**config.mk**
```make
export PLATFORM = sky130hd
export DESIGN_NAME = rptr_level_handler_flat
export DESIGN_NICKNAME = d
export VERILOG_FILES = /design/src/rtl/rptr_level_handler_pkg.sv /design/src/rtl/rptr_level_handler_if.sv /design/src/rtl/rptr_level_handler_gray2bin.sv /design/src/rtl/rptr_level_handler.sv /design/src/flat_wrapper.sv
export SDC_FILE = /design/constraint.sdc
export NUM_CORES = 1
export LEC_CHECK = 0
export ABC_AREA = 1
export BUFFER_PORTS_ARGS = -buffer_cell sky130_fd_sc_hd__buf_4
export CAP_MARGIN = 20
export CORE_ASPECT_RATIO = 0.6
export CORE_MARGIN = 10
export CORE_UTILIZATION = 50
export CTS_CLUSTER_DIAMETER = 40
export DETAILED_ROUTE_END_ITERATION = 8
export PLACE_DENSITY = 0.85
export SYNTH_ARGS = -nofsm -noshare
export SYNTH_HDL_FRONTEND = slang
export SYNTH_SLANG_ARGS = --single-unit
```
**constraint.sdc**
```tcl
create_clock -name rclk -period 7.4 [get_ports rclk]
set_clock_uncertainty 0.2 [all_clocks]
set_input_delay 1.11 -clock rclk [delete_from_list [all_inputs] [get_ports rclk]]
set_output_delay 1.11 -clock rclk [all_outputs]
set_load 0.005 [all_outputs]
```
**src/rtl/rptr_level_handler_pkg.sv**
```systemverilog
// Shared definitions for the async FIFO pointer handlers (read and write side).
package rptr_level_handler_pkg;

    localparam int unsigned C_ADDR_W = 4;

    // Width-agnostic: zero-extend the operand, then truncate the result back to the pointer width.
    function automatic logic [31:0] bin2gray(input logic [31:0] b);
        return b ^ (b >> 1);
    endfunction

endpackage

```
**src/rtl/rptr_level_handler_if.sv**
```systemverilog
// Consumer-side bus of the FIFO read handler: read request, flags, level and RAM address.
interface rptr_level_handler_if
    import rptr_level_handler_pkg::*;
#(
    parameter int unsigned P_ADDR_W = C_ADDR_W,
    parameter int unsigned P_PTR_W  = P_ADDR_W + 1
) ();

    logic                i_r_en;
    logic [P_PTR_W-1:0]  i_g_wptr_sync;
    logic [P_PTR_W-1:0]  i_ae_thr;
    logic                i_clr_err;
    logic [P_ADDR_W-1:0] o_raddr;
    logic [P_PTR_W-1:0]  o_g_rptr;
    logic                o_empty;
    logic                o_almost_empty;
    logic [P_PTR_W-1:0]  o_level;
    logic                o_rd_valid;
    logic                o_underflow;
    logic                o_underflow_sticky;

    modport master (
        output i_r_en, i_g_wptr_sync, i_ae_thr, i_clr_err,
        input  o_raddr, o_g_rptr, o_empty, o_almost_empty, o_level,
               o_rd_valid, o_underflow, o_underflow_sticky
    );

    modport slave (
        input  i_r_en, i_g_wptr_sync, i_ae_thr, i_clr_err,
        output o_raddr, o_g_rptr, o_empty, o_almost_empty, o_level,
               o_rd_valid, o_underflow, o_underflow_sticky
    );

endinterface

```
**src/rtl/rptr_level_handler_gray2bin.sv**
```systemverilog
// Combinational Gray-to-binary converter: each binary bit is the XOR of all Gray bits at or above it.
module gray2bin
    import rptr_level_handler_pkg::*;
#(
    parameter int unsigned P_PTR_W = C_ADDR_W + 1
) (
    input  logic [P_PTR_W-1:0] i_gray,
    output logic [P_PTR_W-1:0] o_bin
);

    for (genvar i = 0; i < P_PTR_W; i++) begin : g_bit
        assign o_bin[i] = ^i_gray[P_PTR_W-1:i];
    end

endmodule

```
**src/rtl/rptr_level_handler.sv**
```systemverilog
// Read-side pointer handler of an async FIFO: Gray read pointer, empty/almost-empty, level and underflow.
module rptr_level_handler
    import rptr_level_handler_pkg::*;
#(
    parameter int unsigned P_ADDR_W = C_ADDR_W,
    parameter int unsigned P_PTR_W  = P_ADDR_W + 1
) (
    input  logic               rclk,
    input  logic               rrst,
    rptr_level_handler_if.slave bus
);

    logic [P_PTR_W-1:0] b_rptr;
    logic [P_PTR_W-1:0] b_next;
    logic [P_PTR_W-1:0] g_next;
    logic [P_PTR_W-1:0] wptr_bin;
    logic [P_PTR_W-1:0] level_next;
    logic [P_PTR_W-1:0] g_rptr_q;
    logic [P_PTR_W-1:0] level_q;
    logic               accept;
    logic               underflow_now;
    logic               empty_q;
    logic               ae_q;
    logic               rd_valid_q;
    logic               underflow_q;
    logic               sticky_q;

    gray2bin #(.P_PTR_W(P_PTR_W)) u_gray2bin (
        .i_gray (bus.i_g_wptr_sync),
        .o_bin  (wptr_bin)
    );

    assign accept        = bus.i_r_en & ~empty_q;
    assign underflow_now = bus.i_r_en & empty_q;
    assign b_next        = b_rptr + P_PTR_W'(accept);
    assign g_next        = P_PTR_W'(bin2gray(32'(b_next)));
    // Modular subtraction stays exact across the wrap bit for occupancies 0..depth.
    assign level_next    = wptr_bin - b_next;

    always_ff @(posedge rclk or posedge rrst) begin
        if (rrst) begin
            b_rptr      <= '0;
            g_rptr_q    <= '0;
            level_q     <= '0;
            empty_q     <= 1'b1;
            ae_q        <= 1'b1;
            rd_valid_q  <= 1'b0;
            underflow_q <= 1'b0;
            sticky_q    <= 1'b0;
        end else begin
            b_rptr      <= b_next;
            g_rptr_q    <= g_next;
            empty_q     <= (bus.i_g_wptr_sync == g_next);
            level_q     <= level_next;
            ae_q        <= (level_next <= bus.i_ae_thr);
            rd_valid_q  <= accept;
            underflow_q <= underflow_now;
            // A new underflow wins over a clear arriving in the same cycle.
            if (underflow_now) begin
                sticky_q <= 1'b1;
            end else if (bus.i_clr_err) begin
                sticky_q <= 1'b0;
            end
        end
    end

    assign bus.o_raddr            = b_rptr[P_ADDR_W-1:0];
    assign bus.o_g_rptr           = g_rptr_q;
    assign bus.o_empty            = empty_q;
    assign bus.o_almost_empty     = ae_q;
    assign bus.o_level            = level_q;
    assign bus.o_rd_valid         = rd_valid_q;
    assign bus.o_underflow        = underflow_q;
    assign bus.o_underflow_sticky = sticky_q;

endmodule

```
**src/flat_wrapper.sv**
```systemverilog
// flat-port wrapper written by rule: the top's interface ports become plain ports
module rptr_level_handler_flat import rptr_level_handler_pkg::*;
#(
    parameter int unsigned P_ADDR_W = C_ADDR_W,
    parameter int unsigned P_PTR_W  = P_ADDR_W + 1
)
  (rclk, rrst, bus_i_r_en, bus_i_g_wptr_sync, bus_i_ae_thr, bus_i_clr_err, bus_o_raddr, bus_o_g_rptr, bus_o_empty, bus_o_almost_empty, bus_o_level, bus_o_rd_valid, bus_o_underflow, bus_o_underflow_sticky);
  rptr_level_handler_if #(.P_ADDR_W(P_ADDR_W), .P_PTR_W(P_PTR_W)) bus_i ();
  input  logic rclk;
  input  logic rrst;
  input wire logic [$bits(bus_i.i_r_en)-1:0] bus_i_r_en;
  input wire logic [$bits(bus_i.i_g_wptr_sync)-1:0] bus_i_g_wptr_sync;
  input wire logic [$bits(bus_i.i_ae_thr)-1:0] bus_i_ae_thr;
  input wire logic [$bits(bus_i.i_clr_err)-1:0] bus_i_clr_err;
  output wire logic [$bits(bus_i.o_raddr)-1:0] bus_o_raddr;
  output wire logic [$bits(bus_i.o_g_rptr)-1:0] bus_o_g_rptr;
  output wire logic [$bits(bus_i.o_empty)-1:0] bus_o_empty;
  output wire logic [$bits(bus_i.o_almost_empty)-1:0] bus_o_almost_empty;
  output wire logic [$bits(bus_i.o_level)-1:0] bus_o_level;
  output wire logic [$bits(bus_i.o_rd_valid)-1:0] bus_o_rd_valid;
  output wire logic [$bits(bus_i.o_underflow)-1:0] bus_o_underflow;
  output wire logic [$bits(bus_i.o_underflow_sticky)-1:0] bus_o_underflow_sticky;
  assign bus_i.i_r_en = bus_i_r_en;
  assign bus_i.i_g_wptr_sync = bus_i_g_wptr_sync;
  assign bus_i.i_ae_thr = bus_i_ae_thr;
  assign bus_i.i_clr_err = bus_i_clr_err;
  assign bus_o_raddr = bus_i.o_raddr;
  assign bus_o_g_rptr = bus_i.o_g_rptr;
  assign bus_o_empty = bus_i.o_empty;
  assign bus_o_almost_empty = bus_i.o_almost_empty;
  assign bus_o_level = bus_i.o_level;
  assign bus_o_rd_valid = bus_i.o_rd_valid;
  assign bus_o_underflow = bus_i.o_underflow;
  assign bus_o_underflow_sticky = bus_i.o_underflow_sticky;
  rptr_level_handler #(.P_ADDR_W(P_ADDR_W), .P_PTR_W(P_PTR_W)) u_core (.rclk(rclk), .rrst(rrst), .bus(bus_i));
endmodule
```
==> results of run 1 <==
critical path: stages:
cell,delay (ns)
buf_4,0.13
xor2_2,0.23
xor2_2,0.31
xor2_1,0.13
ha_1,0.25
fa_1,0.42
o21ai_0,0.24
xor2_1,0.23
ha_1,0.28
a21oi_1,0.12
o21ai_0,0.09
o22ai_1,0.12
metrics by stage:
step	hold WS (ns)	utilization (%)	cells
floorplan	0.316	-	143
global placement	0.314	65.6	205
detailed placement	0.325	65.6	205
CTS	0.338	67.7	209
global route	0.371	67.7	209
finish	0.333	67.7	209
worst max-delay path by stage:
stage / cells past startpoint / end
CTS: 12 / u_core.bus.o_almost_empty
detailed placement: 12 / u_core.bus.o_almost_empty
global route: 12 / u_core.bus.o_almost_empty
finish: 12 / u_core.bus.o_almost_empty
floorplan: 11 / u_core.bus.o_almost_empty
global placement: 12 / u_core.bus.o_almost_empty
state kept, by name, summed over array words and instances, names as in the netlist:
signal / count
u_core.b_rptr: 5
u_core.bus.o_almost_empty: 1
u_core.bus.o_empty: 1
u_core.bus.o_g_rptr: 4
u_core.bus.o_level: 5
u_core.bus.o_rd_valid: 1
u_core.bus.o_underflow: 1
u_core.bus.o_underflow_sticky: 1
cells by family after synthesis:
kind of cell	count (synthesis)	share of synthesized area, %
xor+xnor	9	8.72
buf+inv	28	9.04
flops	19	41.1
fa+ha+maj	11	12.5
compound gates	10	4.63
simple gates	66	24.0
power by group through the flow:
stage                     combinational [mW]  clock (mW)  sequential [mW]
final                                  0.420      0.0743            0.190
after global routing                   0.468      0.0810            0.195
after detailed placement               0.415           0            0.191
after CTS                              0.418      0.0748            0.189
after floorplan                        0.252           0            0.189
after global placement                 0.381           0            0.188
synth_stat cells:
cell type	instances	share of area (%)
fa_1	1	1.7
inv_1	27	8.7
o22ai_1	1	0.54
ha_1	10	11
inv_2	1	0.32
nand3_1	16	6.9
a21oi_1	4	1.7
xnor2_1	2	1.5
o21bai_1	1	0.65
xor2_1	4	3.0
nor3_1	1	0.43
xor2_2	3	4.2
nand4_1	2	1.1
dfstp_2	2	4.5
o21ai_0	4	1.7
nand2_2	1	0.54
nor2_1	4	1.3
nand2_1	41	13
nor2_2	1	0.54
dfrtp_1	17	37
area by class of cell:
type | count | area, um2
well taps | 30 | 37.5
multi-input cells | 96 | 579
repair buffers | 32 | 240
flip-flops and latches | 19 | 478
clock inverters | 1 | 5.00
inverters | 28 | 105
fillers | 184 | 709
clock buffers | 3 | 41.3
metal layers:
metal	global-route usage [%]	vias to the layer above	routed length [um]
li1	-	514	-
met1	15.9	482	1320
met2	21.8	50	1370
met3	6.88	9	345
met4	5.80	0	76
met5	0	-	0
==> impl_metrics.json, run 1 <==
{
  "cts-root-buf": "clkbuf_8",
  "hold_viol": 0,
  "area_delta_synth_final_pct": 27.9,
  "grt.overflow.total": 0,
  "ioPinCount": 33,
  "pwr_density_cell_nw_per_um2": 460,
  "outcome": "completed",
  "syn-cell-area_um2": 1160,
  "layout.nets": 205,
  "vias_per_cell": 5.05,
  "rows": 13,
  "cts_buffers": 3,
  "slew_headroom_pct": 49.2,
  "internal-power_uw": 372,
  "reg2reg_slack_ns": 4.20,
  "start_util_pct": 52.9,
  "ant_nets": 0,
  "core_area_um2": 2200,
  "clkSinkCount": 19,
  "final_common_cell": "nand2_1",
  "worst_r2r_path_depth": 14,
  "crit_fanout": 3,
  "cts_tree": "done",
  "hpwl_mm": 2.58,
  "crit_path_start": "bus_i_g_wptr_sync[4]",
  "fin_area_um2": 1490,
  "vias": 1055,
  "clk_latency_ns": 0.27,
  "period_share_pct": 49.5,
  "post-place-ws_ns": 3.50,
  "finalSetupViolations": 0,
  "fin_crit_ns": 3.66,
  "setup_ws_ns": 3.74,
  "clockPowerShare_pct": 10.9,
  "synth-seq-cells": 19,
  "min_path_type": "flop to flop",
  "power_uw": 684,
  "yosys.cell_types.count": 20,
  "tightest_slew_ns": 0.761,
  "gr-usage-all-layers_pct": 14.0,
  "hold_buffers": 0,
  "totalWireLength_mm": 3.10,
  "hold_path_startpoint": "u_core.bus.o_underflow_sticky",
  "layout_common_cells": "nand2_1 (41), buf_4 (32), inv_1 (27)",
  "drc_errors": 0,
  "hold_depth": 2,
  "holdPathEnd": "u_core.bus.o_underflow_sticky",
  "finalMaxSlewViolations": 0,
  "post_cts_buffers": 0,
  "cp-start-kind": "input pin",
  "r2r_end": "u_core.bus.o_almost_empty",
  "die_area_um2": 4720,
  "timing.rr.start": "u_core.bus.o_empty",
  "p_leak_nw": 0.849,
  "cap_violations": 0,
  "wl_per_cell_um": 14.8,
  "rsz0062_at_grt": "no",
  "diodes": 0,
  "crit_type": "input pin to flop",
  "p_comb_share_pct": 61.4,
  "end_kind": "flop",
  "p_sw_uw": 312,
  "ir_drop_uv": 254,
  "crit_required_ns": 7.40,
  "gp_congestion": 0.818,
  "die_h_um": 57.3,
  "grt_pass1_vias": 1130,
  "io_buffers": 32,
  "grt_pass1_wl_mm": 5.09,
  "tns_ns": 0,
  "clkSlewWorstSetupHoldPaths_ns": 0.08,
  "grt_max_degree": 20,
  "seq_power_share_pct": 27.8,
  "cts_max_level": 1,
  "drtIter0Drc": 50,
  "synth_nets": 168,
  "cts_buffer_depth": 2,
  "cts_resized": 0,
  "die_w_um": 82.2,
  "sw_frac_of_total_pct": 45.6,
  "antenna_found_initial": 0,
  "ys_seq_area_share_pct": 41.1,
  "fmax_mhz": 273,
  "worstPathArrival_ns": 3.66,
  "yosysWarnings": 0,
  "first_pass_iters": 4,
  "dpl_cell_area_um2": 1440,
  "synthCells": 143,
  "layout-drive-gt1-share_pct": 24.6,
  "avgSynthCellArea_um2": 8.13
}
Note: power is estimated with default switching activity, not from simulation.
==> inputs of run 2 (changes only) <==
--- a/config.mk
+++ b/config.mk
@@ -10,10 +10,10 @@
 export CAP_MARGIN = 20
 export CORE_ASPECT_RATIO = 0.6
 export CORE_MARGIN = 10
-export CORE_UTILIZATION = 50
+export CORE_UTILIZATION = 46
 export CTS_CLUSTER_DIAMETER = 40
 export DETAILED_ROUTE_END_ITERATION = 8
-export PLACE_DENSITY = 0.85
+export PLACE_DENSITY = 0.83
 export SYNTH_ARGS = -nofsm -noshare
 export SYNTH_HDL_FRONTEND = slang
 export SYNTH_SLANG_ARGS = --single-unit
==> constraint.sdc (replaced) <==
create_clock -name rclk -period 3.2 [get_ports rclk]
set_clock_uncertainty 0.2 [all_clocks]
set_input_delay 0.48 -clock rclk [delete_from_list [all_inputs] [get_ports rclk]]
set_output_delay 0.48 -clock rclk [all_outputs]
set_load 0.005 [all_outputs]
==> run 2 against run 1 <==
Clock-buffer cell count did not move. Routed wire length shrank 7.1%. Worst hold slack got worse by 0.20 ns. Critical path depth grew 2. Cell area is 1.2% higher. Sequential cell count unchanged. Via count is 1.0% lower. Sequential share of layout area down 0.37 points. Total power up 130%. Combinational power rose by 130%. Global-route usage is 1.6 points lower. Die area rose by 6.1%. Largest power group unchanged.
==> impl_metrics.json, run 2 (synthesis gave the netlist of run 1 again) <==
{
  "outcome": "completed",
  "post-place-ws_ns": -0.0469,
  "slowest_stage": "dfstp_2",
  "antenna_found_initial": 0,
  "power_mw": 1.56,
  "hold_buffers": 0,
  "holdWs_ns": 0.135,
  "worstPathArrival_ns": 2.98,
  "grt_max_degree": 20,
  "hpwl_mm": 2.51,
  "route.met2.wl_mm": 1.29,
  "end_kind": "flop",
  "pwr_density_cell_nw_per_um2": 1040,
  "slew_headroom_pct": 53.0,
  "fmax_mhz": 334,
  "crit_fanout": 6,
  "crit_path_frequent_cell": "nand2_1",
  "totalWireLength_mm": 2.88,
  "grt.overflow.total": 0,
  "die_w_um": 84.9,
  "crit_required_ns": 3.18,
  "p_leak_nw": 0.857,
  "fin_crit_ns": 3.00,
  "cts_buffers": 3,
  "layout-drive-gt1-share_pct": 26.0,
  "vias_per_cell": 4.95,
  "core_area_um2": 2280,
  "area_delta_synth_final_pct": 29.4,
  "layout.nets": 207,
  "tightest_slew_ns": 0.704,
  "wl_met1_mm": 1.33,
  "clkSlewWorstSetupHoldPaths_ns": 0.07,
  "diodes": 0,
  "grt_pass1_vias": 1054,
  "finalSetupViolations": 0,
  "io_buffers": 32,
  "ir_drop_uv": 582,
  "hold_viol": 0,
  "wl_met3_um": 237,
  "grt_pass1_wl_mm": 4.95,
  "setup_ws_ns": 0.203,
  "clk_latency_ns": 0.26,
  "post_cts_buffers": 0,
  "crit_family": "adder cells",
  "cp-start-kind": "flop",
  "die_area_um2": 5000,
  "gp_congestion": 0.836,
  "crit_type": "flop to flop",
  "cts_tree": "done",
  "drtIter0Drc": 51,
  "period_share_pct": 93.6,
  "rsz0062_at_grt": "no",
  "first_pass_iters": 4,
  "crit_path_max_incr_delay_ns": 0.58,
  "cts_resized": 0,
  "layout_common_cells": "nand2_1 (41), buf_4 (34), inv_1 (27)",
  "critPathBufInv": 2,
  "cts-root-buf": "clkbuf_8",
  "final_common_cell": "nand2_1",
  "wl_per_cell_um": 13.7,
  "cap_violations": 0,
  "cts_buffer_depth": 2,
  "gr-usage-all-layers_pct": 12.4,
  "clkSinkCount": 19,
  "die_h_um": 58.9,
  "drc_errors": 0,
  "vias": 1044,
  "ant_nets": 0,
  "crit_chain": "inv_1 -> nand3_1 -> inv_1 -> ha_2 -> nand2_1 -> nand2_1 -> ha_1 -> a21oi_1 -> o21ai_0 -> xor2_1 -> ha_1 -> nand2_1 -> nor3_1 -> o22ai_1",
  "min_path_type": "input pin to asynchronous set/reset pin",
  "start_util_pct": 51.0,
  "finalMaxSlewViolations": 0,
  "rows": 13,
  "dr.max_layer_used": "met4",
  "cts_max_level": 1,
  "ioPinCount": 33
}
-- run 2: per-layer routing --
metal / vias to the layer above / track usage (%)
li1: 522 / -
met5: - / 0
met1: 474 / 15.7
met2: 44 / 19.5
met4: 0 / 3.04
met3: 4 / 4.53
-- run 2: worst reg2reg max path: stages, from the launching register on --
cell and delay [ns]:
dfstp_2 0.58, inv_1 0.05, nand3_1 0.09, inv_1 0.06
ha_2 0.21, nand2_1 0.10, nand2_1 0.10, ha_1 0.37
a21oi_1 0.17, o21ai_0 0.14, xor2_1 0.18, ha_1 0.29
nand2_1 0.08, nor3_1 0.18, o22ai_1 0.12
-- run 2: cell type report --
cell class	count	area (um2)
multi-input combinational	96	582
clock buffer	3	41.3
clock inverter	1	5.00
sequential	19	478
inverter	28	105
timing repair buffer	34	255
tap	30	37.5
fill	200	773
-- run 2: final timing paths --
check / slack (ns) / start / cells after the start / endpoint
setup / recovery: 0.20 / u_core.bus.o_empty / 14 / u_core.bus.o_almost_empty
hold / removal: 0.14 / rrst / 2 / u_core.bus.o_level[0]
setup reg to reg: 0.20 / u_core.bus.o_empty / 14 / u_core.bus.o_almost_empty
hold reg to reg: 0.33 / u_core.bus.o_underflow_sticky / 2 / u_core.bus.o_underflow_sticky
max in group asynchronous: 2.22 / rrst / 2 / u_core.b_rptr[2]
min in group rclk: 0.21 / bus_i_clr_err / 2 / u_core.bus.o_underflow_sticky
-- run 2: power by group --
group / switching (mW) / total [mW] / internal (mW)
Clock: 0.0800 / 0.167 / 0.0867
Combinational: 0.532 / 0.959 / 0.427
Sequential: 0.0741 / 0.435 / 0.361
Total: 0.686 / 1.56 / 0.874
-- run 2: metrics by stage --
stage | cells | util [%] | cell area, um2 | TNS [ns]
floorplan | 143 | - | 1160 | 0
global placement | 207 | 63.9 | 1460 | 0
detailed placement | 207 | 63.9 | 1460 | -0.0469
CTS | 211 | 65.9 | 1500 | 0
global route | 211 | 66.0 | 1500 | 0
finish | 211 | 66.0 | 1500 | 0
